==> src/rtl/l2b_sio_pkg.sv <==
// Shared definitions for the L2-bank -> SIO response path.
//   rsp_type_e : response type encoding carried in the header TYPE field
//   header map : CTAG [15:0], TYPE [17:16], upper bits zero
//   par16x2()  : even parity per 16-bit half, [1] = data[31:16], [0] = data[15:0]
package l2b_sio_pkg;

    localparam int unsigned DATA_W   = 32;
    localparam int unsigned CTAG_W   = 16;
    localparam int unsigned TYPE_W   = 2;
    localparam int unsigned CTAG_LSB = 0;
    localparam int unsigned TYPE_LSB = 16;
    localparam int unsigned BEATS    = 16;
    localparam int unsigned BEAT_W   = 4;
    localparam int unsigned CNT_W    = 3;

    typedef enum logic [1:0] {
        RSP_RD  = 2'b00,
        RSP_WR8 = 2'b01,
        RSP_WRI = 2'b10,
        RSP_RSV = 2'b11
    } rsp_type_e;

    // Even parity: each bit makes its half plus the bit carry an even number of ones.
    function automatic logic [1:0] par16x2(input logic [DATA_W-1:0] word);
        return {^word[31:16], ^word[15:0]};
    endfunction

endpackage

==> src/rtl/l2b_sio_credit_cnt.sv <==
// Saturating SIO credit counter with sticky overflow flag.
//   clk, rst        : clock, synchronous active-high reset (restores CREDITS)
//   take            : a response was accepted this cycle (consumes a credit)
//   give            : SIO returned a credit this cycle
//   credit_avail_c  : combinational, at least one credit held
//   credit_ovf      : registered, sticky; credit returned while already full
module l2b_sio_credit_cnt
    import l2b_sio_pkg::*;
#(
    parameter int unsigned CREDITS = 2
) (
    input  logic clk,
    input  logic rst,
    input  logic take,
    input  logic give,
    output logic credit_avail_c,
    output logic credit_ovf
);

    logic [CNT_W-1:0] cnt_q, cnt_d;
    logic             ovf_q, ovf_d;

    // A take and a give in the same cycle cancel; a give at full saturates and flags.
    always_comb begin
        cnt_d = cnt_q;
        ovf_d = ovf_q;
        if (take && !give) begin
            cnt_d = cnt_q - CNT_W'(1);
        end else if (give && !take) begin
            if (cnt_q == CNT_W'(CREDITS)) begin
                ovf_d = 1'b1;
            end else begin
                cnt_d = cnt_q + CNT_W'(1);
            end
        end
    end

    always_ff @(posedge clk) begin
        if (rst) begin
            cnt_q <= CNT_W'(CREDITS);
            ovf_q <= 1'b0;
        end else begin
            cnt_q <= cnt_d;
            ovf_q <= ovf_d;
        end
    end

    assign credit_avail_c = (cnt_q != '0);
    assign credit_ovf     = ovf_q;

endmodule

==> src/rtl/l2b_sio_resp_tx.sv <==
// L2-bank transmitter for outbound SIO responses: one header cycle, plus
// 16 data beats from the local line buffer for reads, gated by SIO credits.
//   iol2clk, rst         : clock, synchronous active-high reset
//   wr_en/wr_idx/wr_data : line-buffer write port (honoured only while idle)
//   cmd_*                : response command handshake (cmd_rdy combinational)
//   sio_l2b_credit       : credit-return pulse from SIO
//   l2b_sio_*            : registered header/data stream with parity and UE
//   credit_ovf           : sticky credit overflow error
module l2b_sio_resp_tx
    import l2b_sio_pkg::*;
#(
    parameter int unsigned CREDITS = 2
) (
    input  logic              iol2clk,
    input  logic              rst,
    input  logic              wr_en,
    input  logic [3:0]        wr_idx,
    input  logic [DATA_W-1:0] wr_data,
    input  logic              cmd_vld,
    output logic              cmd_rdy,
    input  logic [1:0]        cmd_type,
    input  logic [CTAG_W-1:0] cmd_ctag,
    input  logic              cmd_ue,
    input  logic              sio_l2b_credit,
    output logic              l2b_sio_ctag_vld,
    output logic [DATA_W-1:0] l2b_sio_data,
    output logic [1:0]        l2b_sio_parity,
    output logic              l2b_sio_ue_err,
    output logic              credit_ovf
);

    typedef enum logic [1:0] {
        ST_IDLE = 2'b00,
        ST_HDR  = 2'b01,
        ST_DATA = 2'b10
    } state_e;

    state_e            state_q, state_d;
    logic [BEAT_W-1:0] beat_q, beat_d;
    rsp_type_e         type_q, type_d;
    logic              ctag_vld_q, ctag_vld_d;
    logic [DATA_W-1:0] data_q, data_d;
    logic [1:0]        parity_q, parity_d;
    logic              ue_err_q, ue_err_d;
    logic [DATA_W-1:0] mem_q [BEATS];
    logic              credit_avail_c;
    logic              accept_c;

    assign cmd_rdy  = (state_q == ST_IDLE) && credit_avail_c;
    assign accept_c = cmd_vld && cmd_rdy;

    l2b_sio_credit_cnt #(
        .CREDITS (CREDITS)
    ) u_credit (
        .clk            (iol2clk),
        .rst            (rst),
        .take           (accept_c),
        .give           (sio_l2b_credit),
        .credit_avail_c (credit_avail_c),
        .credit_ovf     (credit_ovf)
    );

    // Outputs are computed for the state being entered so they launch from flops
    // in the same cycle the FSM occupies that state; ctag and ue live only in the
    // header register since nothing after the header needs them.
    always_comb begin
        state_d    = state_q;
        beat_d     = beat_q;
        type_d     = type_q;
        ctag_vld_d = 1'b0;
        data_d     = '0;
        ue_err_d   = 1'b0;
        case (state_q)
            ST_IDLE: begin
                if (accept_c) begin
                    state_d    = ST_HDR;
                    type_d     = rsp_type_e'(cmd_type);
                    ctag_vld_d = 1'b1;
                    data_d[CTAG_LSB +: CTAG_W] = cmd_ctag;
                    data_d[TYPE_LSB +: TYPE_W] = cmd_type;
                    ue_err_d   = cmd_ue && (rsp_type_e'(cmd_type) == RSP_RD);
                end
            end
            ST_HDR: begin
                if (type_q == RSP_RD) begin
                    state_d = ST_DATA;
                    beat_d  = '0;
                    data_d  = mem_q[0];
                end else begin
                    state_d = ST_IDLE;
                end
            end
            ST_DATA: begin
                if (beat_q == BEAT_W'(BEATS - 1)) begin
                    state_d = ST_IDLE;
                    beat_d  = '0;
                end else begin
                    beat_d = beat_q + BEAT_W'(1);
                    data_d = mem_q[beat_q + BEAT_W'(1)];
                end
            end
            default: begin
                state_d = ST_IDLE;
            end
        endcase
        parity_d = par16x2(data_d);
    end

    always_ff @(posedge iol2clk) begin
        if (rst) begin
            state_q    <= ST_IDLE;
            beat_q     <= '0;
            type_q     <= RSP_RD;
            ctag_vld_q <= 1'b0;
            data_q     <= '0;
            parity_q   <= '0;
            ue_err_q   <= 1'b0;
        end else begin
            state_q    <= state_d;
            beat_q     <= beat_d;
            type_q     <= type_d;
            ctag_vld_q <= ctag_vld_d;
            data_q     <= data_d;
            parity_q   <= parity_d;
            ue_err_q   <= ue_err_d;
        end
    end

    // Line buffer, not reset; writes outside IDLE are dropped so a streaming
    // read always sees a stable line.
    always_ff @(posedge iol2clk) begin
        if (wr_en && (state_q == ST_IDLE)) begin
            mem_q[wr_idx] <= wr_data;
        end
    end

    assign l2b_sio_ctag_vld = ctag_vld_q;
    assign l2b_sio_data     = data_q;
    assign l2b_sio_parity   = parity_q;
    assign l2b_sio_ue_err   = ue_err_q;

endmodule

==> config.mk <==
export PLATFORM = sky130hd
export DESIGN_NAME = l2b_sio_resp_tx
export DESIGN_NICKNAME = d
export VERILOG_FILES = /design/src/rtl/l2b_sio_pkg.sv /design/src/rtl/l2b_sio_credit_cnt.sv /design/src/rtl/l2b_sio_resp_tx.sv
export SDC_FILE = /design/constraint.sdc
export NUM_CORES = 1
export LEC_CHECK = 0
export CAP_MARGIN = 15
export CELL_PAD_IN_SITES_DETAIL_PLACEMENT = 1
export CELL_PAD_IN_SITES_GLOBAL_PLACEMENT = 1
export CORE_AREA = 3 3 207 209
export CTS_CLUSTER_DIAMETER = 60
export CTS_CLUSTER_SIZE = 8
export DETAILED_ROUTE_END_ITERATION = 16
export DIE_AREA = 0 0 210 212
export PLACE_DENSITY_LB_ADDON = 0.1
export SLEW_MARGIN = 20
export SYNTH_ARGS = -nofsm -noshare
export SYNTH_HDL_FRONTEND = slang
export SYNTH_HIERARCHICAL = 1
export SYNTH_SLANG_ARGS = --single-unit
export TNS_END_PERCENT = 30
==> constraint.sdc <==
create_clock -name iol2clk -period 4.5 [get_ports iol2clk]
set_input_delay 0.675 -clock iol2clk [delete_from_list [all_inputs] [get_ports iol2clk]]
set_output_delay 0.675 -clock iol2clk [all_outputs]
set_load 0.005 [all_outputs]
==> metrics.txt, run 1 <==
register clock-pin slew on the reported worst setup and hold paths=roughly 0.05 ns; Seq/Total Area, Yosys=75.3%; DIE HEIGHT=212 um; critical register-to-register path endpoint=l2b_sio_parity[0]; insertion delay of the later-clocked pin in the worst-skew pair=0.60 ns; starting density of the core=52.9%; number of failing hold endpoints at the final stage=0; synthesized netlist net count=1184; Worst Slack Setup Final=0.546 ns; number of cell rows=74; hold slack=0.473 ns; deepest level of the CTS H-tree=3; total clock buffers created by CTS=79; total gr overflow=0; remaining number of nets flagged by the antenna check after routing=0; clock skew=0.0255 ns; utilization after layout=63.2%; worst hold stages=2; Crit Path Max Fanout=47; type of destination of the critical path=register; antenna violations before repair=1; post-route minimum period=around 4.0 ns; Worst R2R Setup Slack=0.55 ns; detailed-route via count=around 11000; Post-synth EDFFs=512; clock root buffer master=sky130_fd_sc_hd__clkbuf_16; status=completed; Max rail drop VDD=0.415 mV; first-pass GRT wire length=80.9 mm; async set-reset flop share out of synthesis=0%; headroom to the max-slew limit=approximately 45%; Setup crit start kind=register; unrepaired setup endpoints after global routing=no; area share of the largest cell type after synthesis=70.8%; hold path startpoint=type_q[0]; die area=44500 um2; number of setup buffers added after CTS=0; post-place instance area=23600 um2; Area Overhead vs Synth=19.4%; library cell occupying the most area in the post-synthesis netlist=sky130_fd_sc_hd__edfxtp_1; Resized cells post-CTS=0; number of distinct standard cells referenced by the synthesized netlist=46; capture endpoint of the worst hold path=type_q[0]; setup violation total in the final timing report=0; DRC violations left=0; count of placed standard cells in the final layout, fillers left out=between 1500 and 2000; slew at the pin with the worst max-slew slack=0.821 ns; drt wl/cell=28.9 um; number of buffers between clock root and the deepest sink=3; total non-filler cell area in the finished layout=25900 um2; number of max-cap violations=0; gate count after technology mapping=1115; final layout net count=1351; die width=~210 um; static leakage=a little over 8 nW; first-iteration detailed-routing DRC count=about 1200; Synthesis Warnings=6; number of sinks driven by the clock tree=560; hold_buf cts=0; arrival time of the worst setup path=4.40 ns; Total Negative Setup Slacks=0 ns; post-synthesis instance area=about 22000 um2; Fmax achieved=between 200 and 300 MHz; TritonCTS clock tree=done; Final Total Pwr=13.3 mW; cell count after placement=1733; post-detail-place hpwl=30.3 mm; GRT Total Usage=25.0%; PwrDens=a little over 500 nW/um2; layout cells sized above 1=approximately 21%; number of detailed-route iterations in the first pass=5; total area of sequential cells=16300 um2; fill cell count=3463; startpoint-to-endpoint class of the critical path=reg2reg; critical path data required time=4.95 ns; final worst path period share=87.9%; number of register bits inferred by synthesis=between 500 and 600; pin count of the biggest net entering global routing=53; Via density=between 6 and 7; Post-Syn Area per Cell=19.5 um2; type of the tightest min-delay check=reg2reg; via count of the first global-routing pass=roughly 12000; GPL Wtd Cong=approximately 0.74; number of cells traversed by the worst register-to-register path=13; count of boundary I/O pins=98; Critical R2R Launch=beat_q[0]; Detailed Route WL=54.0 mm; main area contributors after synthesis=sky130_fd_sc_hd__edfxtp_1 (71%), sky130_fd_sc_hd__mux4_2 (13%), sky130_fd_sc_hd__dfxtp_1 (4.4%), sky130_fd_sc_hd__nand2_1 (1.5%), sky130_fd_sc_hd__mux2i_1 (1.4%); Place WS=0.604 ns; area taken by multi-input logic gates=between 5000 and 6000 um2; count of pins over their slew limit=0; leading register cell type out of synthesis=sky130_fd_sc_hd__edfxtp_1; core box area=41000 um2; Port Buf Inserts=97
==> layout make-up <==
cell class                 count  share of cell area (%)
tap                          532                    2.57
sequential                   560                    63.0
clock inverter                 5                   0.314
inverter                      10                   0.145
timing repair buffer         139                    5.40
clock buffer                 126                    8.47
multi-input combinational    492                    20.1
antenna                        1                 0.00965
==> routing by layer <==
layer  track usage (%)  wire, um  vias up
li1                  -         -     4810
met1              36.9     23300     6032
met2              39.1     25900      429
met3              4.34      3640       80
met4              7.35      1130        0
met5                 0         0        -
==> cell usage after synthesis, types with 6 or more instances <==
cell and count:
sky130_fd_sc_hd__buf_6 6, sky130_fd_sc_hd__xor2_1 6, sky130_fd_sc_hd__edfxtp_1 512, sky130_fd_sc_hd__nor2_1 67, sky130_fd_sc_hd__o22ai_1 14, sky130_fd_sc_hd__buf_2 13
sky130_fd_sc_hd__nor3_1 23, sky130_fd_sc_hd__a21oi_1 54, sky130_fd_sc_hd__clkbuf_1 21, sky130_fd_sc_hd__inv_1 8, sky130_fd_sc_hd__a22o_1 15, sky130_fd_sc_hd__xnor2_1 22
sky130_fd_sc_hd__dfxtp_1 48, sky130_fd_sc_hd__nand2_1 88, sky130_fd_sc_hd__mux2i_1 30, sky130_fd_sc_hd__buf_4 7, sky130_fd_sc_hd__mux4_2 128, sky130_fd_sc_hd__ha_1 8
==> flip-flops by register name (all words and copies together) (netlist names) <==
name                 flops
mem_q                  512
l2b_sio_data            32
beat_q                   4
u_credit/cnt_q           3
l2b_sio_parity           2
state_q                  2
type_q                   2
l2b_sio_ctag_vld         1
l2b_sio_ue_err           1
u_credit/credit_ovf      1
==> worst max-delay path, cell delays in order (launching register included) <==
cell and delay [ns]:
sky130_fd_sc_hd__dfxtp_4 0.37, sky130_fd_sc_hd__ha_4 0.60, sky130_fd_sc_hd__buf_4 0.28, sky130_fd_sc_hd__buf_12 0.31, sky130_fd_sc_hd__buf_4 0.25, sky130_fd_sc_hd__mux4_2 0.30, sky130_fd_sc_hd__mux2i_1 0.13, sky130_fd_sc_hd__o21ai_0 0.10
sky130_fd_sc_hd__o21bai_1 0.53, sky130_fd_sc_hd__xor2_1 0.19, sky130_fd_sc_hd__xnor2_1 0.35, sky130_fd_sc_hd__xnor2_1 0.18, sky130_fd_sc_hd__xnor2_1 0.13, sky130_fd_sc_hd__nor2_1 0.05
==> worst max-delay path by stage <==
stage	startpoint	end	slack [ns]	cells past startpoint
2_1_floorplan	wr_idx[3]	mem_q[0][0]	0.72	2
3_3_place_gp	beat_q[0]	l2b_sio_parity[0]	0.68	13
3_5_place_dp	beat_q[0]	l2b_sio_parity[0]	0.60	13
6_report	beat_q[0]	l2b_sio_parity[0]	0.55	13
4_1_cts	beat_q[0]	l2b_sio_parity[0]	0.52	13
5_1_grt	beat_q[0]	l2b_sio_parity[0]	0.47	13
==> cell usage in the layout (no fill, tap or decap), drive strengths merged, types with 5 or more instances in the layout <==
cell type	count
clkdlybuf4s50	97
xnor2	23
o21ai	5
mux2i	30
nor3	23
nor2	67
o22ai	14
buf	42
a21oi	56
xor2	6
a22o	15
edfxtp	512
clkbuf	126
dfxtp	48
mux4	128
inv	13
ha	8
nand2	88
==> power breakdown <==
group	internal (mW)	switching [mW]	total, mW
Combinational	0.843	1.12	1.96
Clock	3.32	2.11	5.43
Sequential	5.88	0.0592	5.94
Total	10.0	3.29	13.3
==> logic make-up after synthesis <==
| group | Yosys count | share of synthesized area [%] |
|---|---|---|
| XOR/XNOR | 31 | 1.41 |
| AND/OR/NAND/NOR | 192 | 3.61 |
| multiplexers | 158 | 14.7 |
| AO/OA/AOI/OAI | 102 | 2.94 |
| flip-flops | 560 | 75.3 |
| adder cells (fa/ha/maj) | 9 | 0.553 |
| buffers and inverters | 63 | 1.56 |
(Power assumes the default switching activity.)
==> run 2, diff against run 1 <==
--- a/config.mk
+++ b/config.mk
@@ -13,7 +13,7 @@
 export CTS_CLUSTER_SIZE = 8
 export DETAILED_ROUTE_END_ITERATION = 16
 export DIE_AREA = 0 0 210 212
-export PLACE_DENSITY_LB_ADDON = 0.1
+export PLACE_DENSITY_LB_ADDON = 0.15
 export SLEW_MARGIN = 20
 export SYNTH_ARGS = -nofsm -noshare
 export SYNTH_HDL_FRONTEND = slang
==> run 2 against run 1 <==
Power up 1.1%. Clock skew up 0.0011 ns. Critical path depth down 2. Global-route usage up 0.19 points. Via count down 0.38%. Fmax up 3.5%. Critical endpoint is now l2b_sio_parity[1]. Highest routed layer is now met5. Sequential cell count unchanged. Sequential share of layout area up 0.064 points. Worst setup slack better by 0.13 ns. Largest cell class unchanged. Combinational power up 3%.
==> metrics.txt, run 2 (synthesized netlist as in run 1, its figures left out) <==
number of detailed-route iterations in the first pass=5 (unchanged); critical path data required time=5.02 ns (+0.07 ns); final worst path period share=84.9% (-2.9 points); Port Buf Inserts=97 (unchanged); startpoint-to-endpoint class of the critical path=reg2reg; Area Overhead vs Synth=19.3%; die width=210 um (unchanged); number of max-cap violations=0 (unchanged); die area=44500 um2 (unchanged); post-detail-place hpwl=29.6 mm (-2.1%); starting density of the core=52.9% (unchanged); status=completed; count of pins over their slew limit=0 (unchanged); worst-path cell with the longest stage delay=sky130_fd_sc_hd__xnor3_1; first-iteration detailed-routing DRC count=1041 (-10%); cell repeated most along the worst path=sky130_fd_sc_hd__xnor3_1; Critical R2R Launch=beat_q[2]; TritonCTS clock tree=done; hold slack=0.481 ns (+0.00775 ns); power spent charging and discharging nets=3.35 mW (+1.9%); number of buffers between clock root and the deepest sink=3 (unchanged); register with the highest flop count=mem_q; slew at the pin with the worst max-slew slack=0.888 ns (+0.0676 ns); cell family with most CP delay=XOR/XNOR gates; remaining number of nets flagged by the antenna check after routing=0 (unchanged); total clock buffers created by CTS=80 (+1.3%); number of setup buffers added after CTS=0 (unchanged); Antenna Cells=0 (-1); register clock-pin slew on the reported worst setup and hold paths=0.05 ns (about the same); final layout net count=1346 (-0.37%); count of placed standard cells in the final layout, fillers left out=1867 (+0.11%); insertion delay of the later-clocked pin in the worst-skew pair=0.59 ns (about the same); global routing usage on met3=4.52% (+0.18 points); clock root buffer master=sky130_fd_sc_hd__clkbuf_16; routing layer with the top usage in global route=met2; type of destination of the critical path=register; setup violation total in the final timing report=0 (unchanged); Via density=6.06 (-0.49%); Fmax achieved=262 MHz (+3.5%); unrepaired setup endpoints after global routing=no; DIE HEIGHT=212 um (unchanged); number of failing hold endpoints at the final stage=0 (unchanged); hold_buf cts=0 (unchanged); launching instance or port of the critical path=beat_q[2]; Setup crit start kind=register; cell count after placement=1727 (-0.35%); drt wl/cell=29.2 um (+0.94%); count of boundary I/O pins=98 (unchanged); commonest cells after routing, fill and taps aside=sky130_fd_sc_hd__edfxtp_1 (512), sky130_fd_sc_hd__mux4_2 (128), sky130_fd_sc_hd__clkdlybuf4s50_1 (97), sky130_fd_sc_hd__nand2_1 (88), sky130_fd_sc_hd__clkbuf_16 (83); DRC violations left=0 (unchanged); layout cells sized above 1=21.1% (-0.35 points); Total Negative Setup Slacks=0 ns (unchanged); internal power contribution=10.1 mW (+0.82%); Detailed Route WL=54.5 mm (+1.0%); detailed-route via count=11308 (-0.38%); portion of total power attributed to combinational logic=15.0% (+0.3 points); total gr overflow=0 (unchanged); pin count of the biggest net entering global routing=73 (+38%); number of cell rows=74 (unchanged); Largest stage delay, worst path=0.47 ns (-0.13 ns); net switching fraction of the power=24.9% (+0.20 points); hold path startpoint=type_q[1]; PwrDens=521 nW/um2 (+1.2%); post-route minimum period=3.82 ns (-0.133 ns); deepest level of the CTS H-tree=3 (unchanged); buffering stage count on the worst path with inverters included=1 (-2); fill cell count=3429 (-0.98%); arrival time of the worst setup path=4.34 ns (-0.06 ns); Resized cells post-CTS=0 (unchanged); GR met1 Demand/Resource=34.2% (-2.7 points); number of sinks driven by the clock tree=560 (unchanged); most common cell after layout, fill and taps aside=sky130_fd_sc_hd__edfxtp_1; static leakage=8.16 nW (-0.33%); Critical Path, Cell by Cell=nand3_1 > xnor2_2 > buf_12 > mux2i_1 > o22ai_1 > a21oi_1 > xor2_1 > xnor3_1 > xnor3_1 > a2111oi_2 > a31o_1; antenna violations before repair=2 (+1); clock skew=0.0266 ns (+0.00105 ns); sequential fraction of design power=44.1% (-0.4 points); GRT Total Usage=25.2% (+0.19 points); first-pass GRT wire length=81.3 mm (+0.43%); clock network fraction of design power=40.9% (+0.2 points); GPL Wtd Cong=0.725 (-1.4%); via count of the first global-routing pass=12412 (+1.1%); Crit Path Max Fanout=33 (-30%); Max rail drop VDD=0.418 mV (+0.78%); type of the tightest min-delay check=reg2reg; core box area=41000 um2 (unchanged); flip-flop count of the largest register, all copies and words added=512 (unchanged); headroom to the max-slew limit=40.6% (-4.4 points); met2 Track Usage GR=42.5% (+3.4 points)
==> run 2: final timing paths <==
check | cells after the start | slack [ns] | endpoint
worst max-delay path | 11 | 0.68 | l2b_sio_parity[1]
worst min-delay path | 2 | 0.48 | type_q[1]
worst max register to register | 11 | 0.68 | l2b_sio_parity[1]
worst min register to register | 2 | 0.48 | type_q[1]
==> run 2: through the flow <==
step / power (mW) / util (%) / cell area, um2 / setup slack [ns]
after global placement: 7.97 / 57.5 / 23600 / 0.820
after global routing: 14.0 / 63.1 / 25900 / 0.391
final: 13.5 / 63.1 / 25900 / 0.679
after floorplan: 7.22 / - / 21700 / 0.723
after detailed placement: 8.04 / 57.5 / 23600 / 0.778
after CTS: 13.6 / 63.1 / 25900 / 0.685
==> run 2: area by class of cell <==
class                      count  area, um2  area share [%]
tap                          532        666            2.57
inverter                      10       37.5           0.145
timing repair buffer         133       1340            5.18
clock buffer                 135       2270            8.78
multi-input combinational    492       5200            20.1
clock inverter                 5       38.8           0.150
sequential                   560      16300            63.1
==> run 2: worst reg2reg max path: cells and delay by family, from the launching register on <==
family	cells	cell delay [ns]
AOI/OAI and AO/OA	4	0.93
DFF	1	0.46
xor gates and xnor gates	4	1.43
buffers and inverters	1	0.30
muxes	1	0.30
and+or+nand+nor	1	0.33
==> run 2: power groups by stage <==
stage / sequential [mW] / clock, mW / combinational, mW
5_1_grt: 5.95 / 5.85 / 2.16
4_1_cts: 5.94 / 5.61 / 2.03
3_3_place_gp: 6.03 / 0 / 1.95
6_report: 5.94 / 5.52 / 2.02
3_5_place_dp: 6.04 / 0 / 1.99
2_1_floorplan: 6.03 / 0 / 1.19
==> run 2: layer usage <==
layer	vias up	share of wire, %
li1	4804	-
met1	5996	41
met2	417	51
met3	87	6.3
met4	4	2.1
met5	-	0.048
